--- config.mk ---
export PLATFORM = sky130hd
export DESIGN_NAME = tdp_bram_bist
export DESIGN_NICKNAME = d
export VERILOG_FILES = /design/src/rtl/tdp_bram_bist.sv
export SDC_FILE = /design/constraint.sdc
export NUM_CORES = 1
export LEC_CHECK = 0
export ABC_AREA = 1
export BUFFER_PORTS_ARGS = -buffer_cell sky130_fd_sc_hd__clkbuf_2
export CORE_MARGIN = 2
export CORE_UTILIZATION = 53
export DETAILED_ROUTE_END_ITERATION = 10
export PLACE_DENSITY = 0.81
export SYNTH_ARGS = -nofsm -noshare
export SYNTH_HDL_FRONTEND = slang
export SYNTH_SLANG_ARGS = --single-unit
--- constraint.sdc ---
create_clock -name clk -period 3.2 [get_ports clk]
set_input_delay 0.64 -clock clk [delete_from_list [all_inputs] [get_ports clk]]
set_output_delay 0.64 -clock clk [all_outputs]
set_load 0.005 [all_outputs]
--- src/rtl/tdp_bram_bist.sv ---
// March-style BIST for a true-dual-port BRAM: W0 writes P, R0W1 reads P on B while A writes ~P one
// address behind, R1 reads ~P on both ports in opposite directions, DRAIN checks the last read.
module tdp_bram_bist #(
  parameter int               ABITS = 8,
  parameter int               DBITS = 16,
  parameter int               DEPTH = 256,
  parameter logic [DBITS-1:0] SEED  = 16'hA5C3,
  parameter int               ECW   = 16
) (
  input  logic             clk,
  input  logic             rst_n,
  input  logic             start,
  output logic [ABITS-1:0] a_a,
  output logic [DBITS-1:0] wd_a,
  output logic             we_a,
  input  logic [DBITS-1:0] rd_a,
  output logic [ABITS-1:0] a_b,
  output logic [DBITS-1:0] wd_b,
  output logic             we_b,
  input  logic [DBITS-1:0] rd_b,
  output logic             busy,
  output logic             done,
  output logic             pass,
  output logic [ECW-1:0]   err_count,
  output logic [ABITS-1:0] fail_addr,
  output logic             fail_port
);

  localparam int          CW      = $clog2(DEPTH + 1);
  localparam logic [CW-1:0] LAST  = CW'(DEPTH - 1);
  localparam logic [CW-1:0] FINAL = CW'(DEPTH);

  typedef enum logic [2:0] {IDLE, W0, R0W1, R1, DRAIN} state_e;

  state_e           state_q, state_d;
  logic [CW-1:0]    cnt_q, cnt_d;
  logic [ECW-1:0]   errCnt_q, errCnt_d;
  logic             done_q, done_d, pass_q, pass_d;
  logic [ABITS-1:0] failAddr_q, failAddr_d;
  logic             failPort_q, failPort_d;
  logic             vA_q, vA_d, vB_q, vB_d;
  logic [ABITS-1:0] addrA_q, addrA_d, addrB_q, addrB_d;
  logic [DBITS-1:0] expA_q, expA_d, expB_q, expB_d;

  logic [ABITS-1:0] idx, idxPrev, idxRev;
  logic             misA, misB;
  logic [ECW:0]     errSum;

  function automatic logic [DBITS-1:0] pat(input logic [ABITS-1:0] x);
    return SEED ^ DBITS'(x);
  endfunction

  assign idx     = ABITS'(cnt_q);
  assign idxPrev = ABITS'(cnt_q - 1'b1);
  assign idxRev  = ABITS'(LAST - cnt_q);
  assign misA    = vA_q && (rd_a != expA_q);
  assign misB    = vB_q && (rd_b != expB_q);
  assign errSum  = {1'b0, errCnt_q} + (ECW+1)'(misA) + (ECW+1)'(misB);

  always_comb begin
    state_d    = state_q;
    cnt_d      = cnt_q;
    errCnt_d   = errSum[ECW] ? '1 : errSum[ECW-1:0];
    done_d     = done_q;
    pass_d     = pass_q;
    failAddr_d = failAddr_q;
    failPort_d = failPort_q;
    vA_d       = 1'b0;
    vB_d       = 1'b0;
    addrA_d    = '0;
    addrB_d    = '0;
    expA_d     = '0;
    expB_d     = '0;
    a_a        = '0;
    wd_a       = '0;
    we_a       = 1'b0;
    a_b        = '0;
    wd_b       = '0;
    we_b       = 1'b0;

    // Only the first mismatch is recorded; port A wins a same-cycle tie.
    if ((misA || misB) && errCnt_q == '0) begin
      failAddr_d = misA ? addrA_q : addrB_q;
      failPort_d = !misA;
    end

    unique case (state_q)
      IDLE: begin
        if (start) begin
          state_d    = W0;
          cnt_d      = '0;
          errCnt_d   = '0;
          done_d     = 1'b0;
          pass_d     = 1'b0;
          failAddr_d = '0;
          failPort_d = 1'b0;
        end
      end
      W0: begin
        we_a  = 1'b1;
        a_a   = idx;
        wd_a  = pat(idx);
        cnt_d = cnt_q + 1'b1;
        if (cnt_q == LAST) begin
          state_d = R0W1;
          cnt_d   = '0;
        end
      end
      R0W1: begin
        if (cnt_q != FINAL) begin
          a_b     = idx;
          wd_b    = pat(idx);
          vB_d    = 1'b1;
          addrB_d = idx;
          expB_d  = pat(idx);
        end
        if (cnt_q != '0) begin
          we_a = 1'b1;
          a_a  = idxPrev;
          wd_a = ~pat(idxPrev);
        end
        cnt_d = cnt_q + 1'b1;
        if (cnt_q == FINAL) begin
          state_d = R1;
          cnt_d   = '0;
        end
      end
      R1: begin
        a_a     = idx;
        a_b     = idxRev;
        wd_b    = pat(idxRev);
        vA_d    = 1'b1;
        vB_d    = 1'b1;
        addrA_d = idx;
        addrB_d = idxRev;
        expA_d  = ~pat(idx);
        expB_d  = ~pat(idxRev);
        cnt_d   = cnt_q + 1'b1;
        if (cnt_q == LAST) begin
          state_d = DRAIN;
          cnt_d   = '0;
        end
      end
      DRAIN: begin
        state_d = IDLE;
        done_d  = 1'b1;
        pass_d  = (errCnt_d == '0);
      end
      default: state_d = IDLE;
    endcase
  end

  always_ff @(posedge clk) begin
    if (!rst_n) begin
      state_q    <= IDLE;
      cnt_q      <= '0;
      errCnt_q   <= '0;
      done_q     <= 1'b0;
      pass_q     <= 1'b0;
      failAddr_q <= '0;
      failPort_q <= 1'b0;
      vA_q       <= 1'b0;
      vB_q       <= 1'b0;
      addrA_q    <= '0;
      addrB_q    <= '0;
      expA_q     <= '0;
      expB_q     <= '0;
    end else begin
      state_q    <= state_d;
      cnt_q      <= cnt_d;
      errCnt_q   <= errCnt_d;
      done_q     <= done_d;
      pass_q     <= pass_d;
      failAddr_q <= failAddr_d;
      failPort_q <= failPort_d;
      vA_q       <= vA_d;
      vB_q       <= vB_d;
      addrA_q    <= addrA_d;
      addrB_q    <= addrB_d;
      expA_q     <= expA_d;
      expB_q     <= expB_d;
    end
  end

  assign busy      = (state_q != IDLE);
  assign done      = done_q;
  assign pass      = pass_q;
  assign err_count = errCnt_q;
  assign fail_addr = failAddr_q;
  assign fail_port = failPort_q;

endmodule
==> results of run 1 <==
[layout by cell type (no fill, tap or decap), drive strengths merged, types with 2 or more instances in the layout]
master / count
nand3b: 3
nand3: 40
xnor2: 4
ha: 5
o21ai: 31
conb: 5
o22ai: 6
buf: 5
clkbuf: 118
clkinv: 2
a21oi: 23
a31oi: 3
xor2: 11
inv: 90
nand2: 170
nor3: 14
nor2: 111
dfxtp: 71
or2: 4
[critical path, delay by kind of cell, from the launching register on]
kind	cells	cell delay, ns
compound gates	2	0.36
fa+ha+maj	1	0.23
buf+inv	4	0.61
flops	1	0.32
simple gates	3	0.35
[how the worst max path moves through the flow]
stage | slack [ns] | end | from | cells after the start
finish | 0.35 | wd_a[7] | cnt_q[1] | 10
global route | 0.15 | a_a[7] | cnt_q[1] | 10
CTS | 0.38 | wd_a[3] | cnt_q[1] | 10
detailed placement | 0.12 | pass | rd_a[7] | 21
global placement | 0.24 | pass | rd_a[1] | 22
floorplan | 0.42 | pass | rd_a[13] | 18
[power breakdown]
group,leakage (uW),switching [uW],internal [uW]
sequential,0.000573,51.8,960
clock,0.000107,358,409
combinational,0.00173,741,432
total,0.00241,1150,1800
[cell families (layout without fill, tap and decap cells)]
| group | after synthesis | count (layout) | share of synthesized area [%] |
|---|---|---|---|
| AND/OR/NAND/NOR | 345 | 345 | 36.8 |
| AO/OA/AOI/OAI | 65 | 65 | 9.02 |
| other | 1 | 5 | 0.0929 |
| adder cells (fa/ha/maj) | 6 | 6 | 2.05 |
| flip-flops | 71 | 71 | 35.2 |
| buffers and inverters | 121 | 217 | 13.6 |
| XOR/XNOR | 15 | 15 | 3.25 |
[sequential cells by signal, summed over array words and instances (netlist names)]
register	flops
err_count	16
cnt_q	9
expB_q	9
addrB_q	8
fail_addr	8
addrA_q	7
expA_q	6
state_q	3
done	1
fail_port	1
pass	1
vA_q	1
vB_q	1
[metrics by stage]
step	power, uW	setup slack, ns
after floorplan	1890	0.417
after global placement	2170	0.240
after detailed placement	2190	0.124
after CTS	2950	0.375
after global routing	3130	0.154
final	2950	0.349
[layer usage]
| layer | vias to the layer above | global-route usage, % | wire (um) | share of wire, % |
|---|---|---|---|---|
| li1 | 2103 | - | - | - |
| met1 | 1873 | 31.6 | 4390 | 41 |
| met2 | 193 | 45.7 | 5110 | 48 |
| met3 | 22 | 4.56 | 917 | 8.6 |
| met4 | 0 | 10.9 | 267 | 2.5 |
| met5 | - | 0 | 0 | 0 |
[area by class of cell]
type / instances / area (sq um)
multi-input combinational: 436 / 2080
sequential: 71 / 1420
inverter: 89 / 342
clock inverter: 5 / 63.8
timing repair buffer: 112 / 573
fill: 670 / 2570
clock buffer: 11 / 151
tap: 99 / 124
==> reports/results.tsv, run 1 <==
stage	metric	value	unit
run_status	outcome	complete, no violations	
place	dp_hpwl	8310	um
critical_path	reg2reg_from	expA_q[7]	
sta	fin_crit	2.85	ns
yosys	netlist_top_cells_count	163 x nand2_1, 105 x nor2_1, 74 x inv_1	
layout	antennaDiodeCount	0	
sta	holdWs	0.469	ns
floorplanning	die_w	91.3	um
floorplanning	start_util	55.1	%
route	routedWlPerCell	13.0	um
cts	cts.reportedPaths.clkPinSlew	0.08	ns
yosys	yosysMostFrequentCell	nand2_1	
route	drt_iter0_drc	200	
hold_path	hold-path-cell-count	1	
power_and_ir_drop	leakagePower	0.00241	uW
route	drtPass1Iterations	5	
layout	finalInstanceArea	4760	sq um
cts	cts.repair.resized	0	
route	drc	0	
yosys	ys_top_cells_by_area	dfxtp_1 35%, nand2_1 15%, nor2_1 9.8%, inv_1 6.9%, nand3_1 4.7%	
place	post_dp_cell_area	4540	sq um
sta	skew	0.00888	ns
floorplanning	rows	31	
cts	clk_latency	0.35	ns
place	post-place-cells	807	
yosys	synth_seq_cells	71	
floorplanning	core_area	7330	sq um
sta	maxSlewHeadroom	63.3	%
cts	cts_tree	done	
power_and_ir_drop	peakVddDrop	0.000421	V
critical_path	end_kind	output pin	
critical_path	critPathKind	reg -> out	
hold_path	min_path_type	reg -> reg	
hold_path	holdPathEnd	expA_q[3]	
place	io_buffers	107	
route	wl	10700	um
sta	tns	0	ns
place	gp_congestion	1.01	
cts	clockBufferDepth	2	
critical_path	worstPathRequired	2.56	ns
sta	tightest_slew	0.548	ns
global_route	grt-ovfl-total	0	
global_route	grt_pass1_wl	17700	um
yosys	synth_flop_cell	dfxtp_1	
critical_path	r2r_setup_slack	0.42	ns
yosys	yosysSeqAreaShare	35.2	%
yosys	syn_inst	624	
layout	final_cells	823	
sta	min_period_over_period	89.1	%
sta	rsz0062_at_grt	no	
route	viasPerCell	5.09	
yosys	synth_largest_area_cell	dfxtp_1	
route	vias	4191	
cts	htreeDepth	3	
yosys	syn_area_per_cell	6.47	sq um
flow_run	max_cap_viol_count	0	
global_route	grt_pass1_vias	3902	
cts	cts_num_sinks	71	
layout	fin_util	64.9	%
yosys	synth_edf_count	0	
cts	numCtsBuffers	9	
critical_path	timing.rr.end	pass	
critical_path	slowest_stage	dfxtp_1	
hold_path	hp-start	cnt_q[3]	
sta	setup_viol	0	
floorplanning	io_pins	113	
global_route	grt_max_degree	19	
floorplanning	die_area	8330	sq um
global_route	grt_use_total	26.2	%
global_route	antenna_found_initial	0	
sta	finalHoldViolations	0	
yosys	yosysWarningCount	0	
yosys	async_flop_share	0	%
sta	fmax	351	MHz
power_and_ir_drop	powerDensity	620	nW/um^2
critical_path	start_kind	register	
critical_path	cp_max_fo	10	
layout	area_growth_syn_to_layout	17.9	%
layout	nets	760	
critical_path	cp_cell_sequence	inv_1 > ha_1 > nand3_1 > inv_1 > nand2_1 > o21ai_4 > inv_2 > nand2_1 > o21ai_0 > clkbuf_2	
cts	cts-root-buf	clkbuf_8	
yosys	ys_types	40	
cts	post_cts_buffers	0	
critical_path	ff2ff_path_depth	20	
cts	ctsHoldBuffers	0	
yosys	syn_area	4040	sq um
yosys	netlist.area_leader.share	35.2	%
critical_path	crit_arrival	2.21	ns
route	final_antenna_net_count	0	
sta	drv_slew	0	
critical_path	slowest_delay	0.32	ns
floorplanning	dieHeight	91.3	um
layout	drive_above_1_share	22.9	%
(Power assumes the default switching activity.)
==> inputs of run 2 (changes only) <==
ABC_AREA = default   (was 1)
CORE_UTILIZATION = 52   (was 53)
PLACE_DENSITY = 0.8   (was 0.81)
==> run 2 against run 1 <==
Sequential share of layout area increased by 0.22 points. Area after synthesis decreased by 2.3%. Critical path depth increased by 4. Via count decreased by 12%. Sequential power decreased by 12%. Global-route usage decreased by 1.8 points.
==> reports/results.tsv, run 2 <==
stage	metric	value	unit
power_and_ir_drop	power_frac_comb	10.5	%
cts	cts-root-buf	clkbuf_8	
place	gp_congestion	0.954	
floorplanning	rows	31	
layout	final_common_cell	clkbuf_2	
yosys	ys_top_cells_by_area	dfxtp_1 36%, xnor2_1 6.0%, nor2_1 5.2%, buf_4 4.2%, a21oi_1 3.2%	
yosys	syn_inst	464	
layout	largest_register_ffs	16	
power_and_ir_drop	peakVddDrop	0.000184	V
floorplanning	io_pins	113	
route	routedWlPerCell	15.0	um
cts	clk_latency	0.34	ns
power_and_ir_drop	power_frac_seq	51.2	%
place	post-place-cells	650	
yosys	yosysMostFrequentCell	dfxtp_1	
flow_run	max_cap_viol_count	0	
yosys	syn_area_per_cell	8.50	sq um
sta	maxSlewHeadroom	52.8	%
route	wl	10000	um
place	io_buffers	107	
power_and_ir_drop	leakagePower	0.00222	uW
route	viasPerCell	5.50	
route	drtPass1Iterations	4	
sta	fin_crit	3.05	ns
floorplanning	start_util	54.1	%
route	vias	3670	
critical_path	crit_arrival	3.32	ns
critical_path	slowest_stage	fa_1	
layout	final_cell_mix	107 x clkbuf_2, 71 x dfxtp_1, 54 x nor2_1	
global_route	grt-ovfl-total	0	
sta	setup_viol	0	
hold_path	min_path_type	reg -> reg	
route	final_antenna_net_count	0	
layout	final_cells	667	
critical_path	slowest_delay	0.38	ns
place	dp_hpwl	7520	um
yosys	synth_flop_cell	dfxtp_1	
floorplanning	die_w	91.1	um
layout	antennaDiodeCount	0	
critical_path	cp_max_fo	5	
global_route	grt_pass1_wl	16400	um
sta	finalHoldViolations	0	
yosys	yosysWarningCount	0	
global_route	grt_pass1_vias	3478	
yosys	ys_types	67	
cts	htreeDepth	3	
sta	min_period_over_period	95.4	%
critical_path	end_kind	register	
route	drc	0	
run_status	outcome	complete, no violations	
floorplanning	die_area	8290	sq um
power_and_ir_drop	power_frac_clock	38.3	%
sta	fmax	327	MHz
yosys	syn_area	3940	sq um
place	dp_slack	-0.238	ns
critical_path	start_kind	primary input	
critical_path	cpLargestDelayFamily	compound AO/OA/AOI/OAI gates	
power_and_ir_drop	power.switching	455	uW
power_and_ir_drop	finalPower	1740	uW
critical_path	critPathKind	in -> reg	
sta	tightest_slew	0.705	ns
global_route	grt_max_degree	30	
sta	fin_ws	0.146	ns
power_and_ir_drop	netSwitchingFraction	26.1	%
cts	numCtsBuffers	9	
floorplanning	core_area	7290	sq um
route	drt_iter0_drc	201	
layout	fillers	636	
yosys	netlist_top_cells_count	71 x dfxtp_1, 55 x nor2_1, 28 x nand2_1	
cts	cts_tree	done	
yosys	netlist.area_leader.share	36.1	%
layout	area_growth_syn_to_layout	19.8	%
floorplanning	dieHeight	91.1	um
cts	clockBufferDepth	2	
sta	drv_slew	0	
global_route	grt_use_total	24.4	%
yosys	yosysSeqAreaShare	36.1	%
yosys	synth_largest_area_cell	dfxtp_1	
yosys	synth_seq_cells	71	
cts	cts_num_sinks	71	
critical_path	cp.buffers_inverters	3	
critical_path	cp_cell_sequence	clkbuf_2 > and4_1 > mux2i_1 > o41a_1 > clkinv_8 > fa_1 > inv_1 > ha_2 > nand3_4 > nor2_4 > mux2_2 > o21ai_0 > nand4_1 > o31ai_2	
layout	fin_util	64.8	%
power_and_ir_drop	internal_power	1290	uW
power_and_ir_drop	powerDensity	368	nW/um^2
layout	drive_above_1_share	30.1	%
global_route	antenna_found_initial	0	
yosys	async_flop_share	0	%
layout	nets	604	
yosys	synth_edf_count	0	
sta	rsz0062_at_grt	no	
critical_path	worstPathRequired	3.46	ns
sta	skew	0.00966	ns
cts	cts.reportedPaths.clkPinSlew	0.08	ns
run 2: per-stage QoR:
stage	setup TNS [ns]	hold slack [ns]	area, sq um
after global placement	-0.106	0.479	4510
final	0	0.502	4720
after floorplan	0	0.466	3970
after CTS	0	0.502	4700
after global routing	0	0.515	4720
after detailed placement	-0.711	0.482	4510
run 2: per-layer routing:
layer	part of all wire (%)	global-route usage (%)	vias up
li1	-	-	1795
met1	42	30.6	1718
met2	50	41.2	138
met3	5.5	3.98	19
met4	2.1	10.6	0
met5	0	0	-
run 2: cells by family after synthesis:
group / after synthesis / share of synthesized area [%]
flops: 71 / 36.1
other cells: 1 / 0.0951
fa+ha+maj: 6 / 2.09
compound gates: 88 / 15.8
buf+inv: 63 / 9.14
simple gates: 190 / 26.2
xor+xnor: 34 / 7.55
mux: 11 / 2.98
run 2: what timing repair did:
action	CTS	global route
buffers inserted	0	1
resized for setup	0	4
hold buffers	0	0
endpoints found under the hold margin	0	0
endpoints found under the setup margin	0	9
run 2: final timing paths:
| check | cells past startpoint | to | startpoint | slack (ns) |
|---|---|---|---|---|
| hold / removal | 1 | fail_addr[1] | fail_addr[1] | 0.50 |
| setup / recovery | 14 | pass | rd_a[12] | 0.15 |
| hold reg to reg | 1 | fail_addr[1] | fail_addr[1] | 0.50 |
| setup reg to reg | 13 | pass | expA_q[12] | 0.24 |
run 2: power groups by stage:
stage	clock, uW	combinational, uW	sequential, uW
after floorplan	0	122	909
after global placement	0	172	911
after detailed placement	0	178	911
after CTS	671	179	891
after global routing	718	199	891
final	666	182	891
run 2: area by class of cell:
cell class	instances	area [sq um]	share of cell area [%]
clock buffers	11	151	3.21
flip-flops and latches	71	1420	30.1
clock inverters	5	32.5	0.689
multi-input cells	334	2200	46.6
repair buffers	132	723	15.3
inverters	15	68.8	1.46
well taps	99	124	2.62
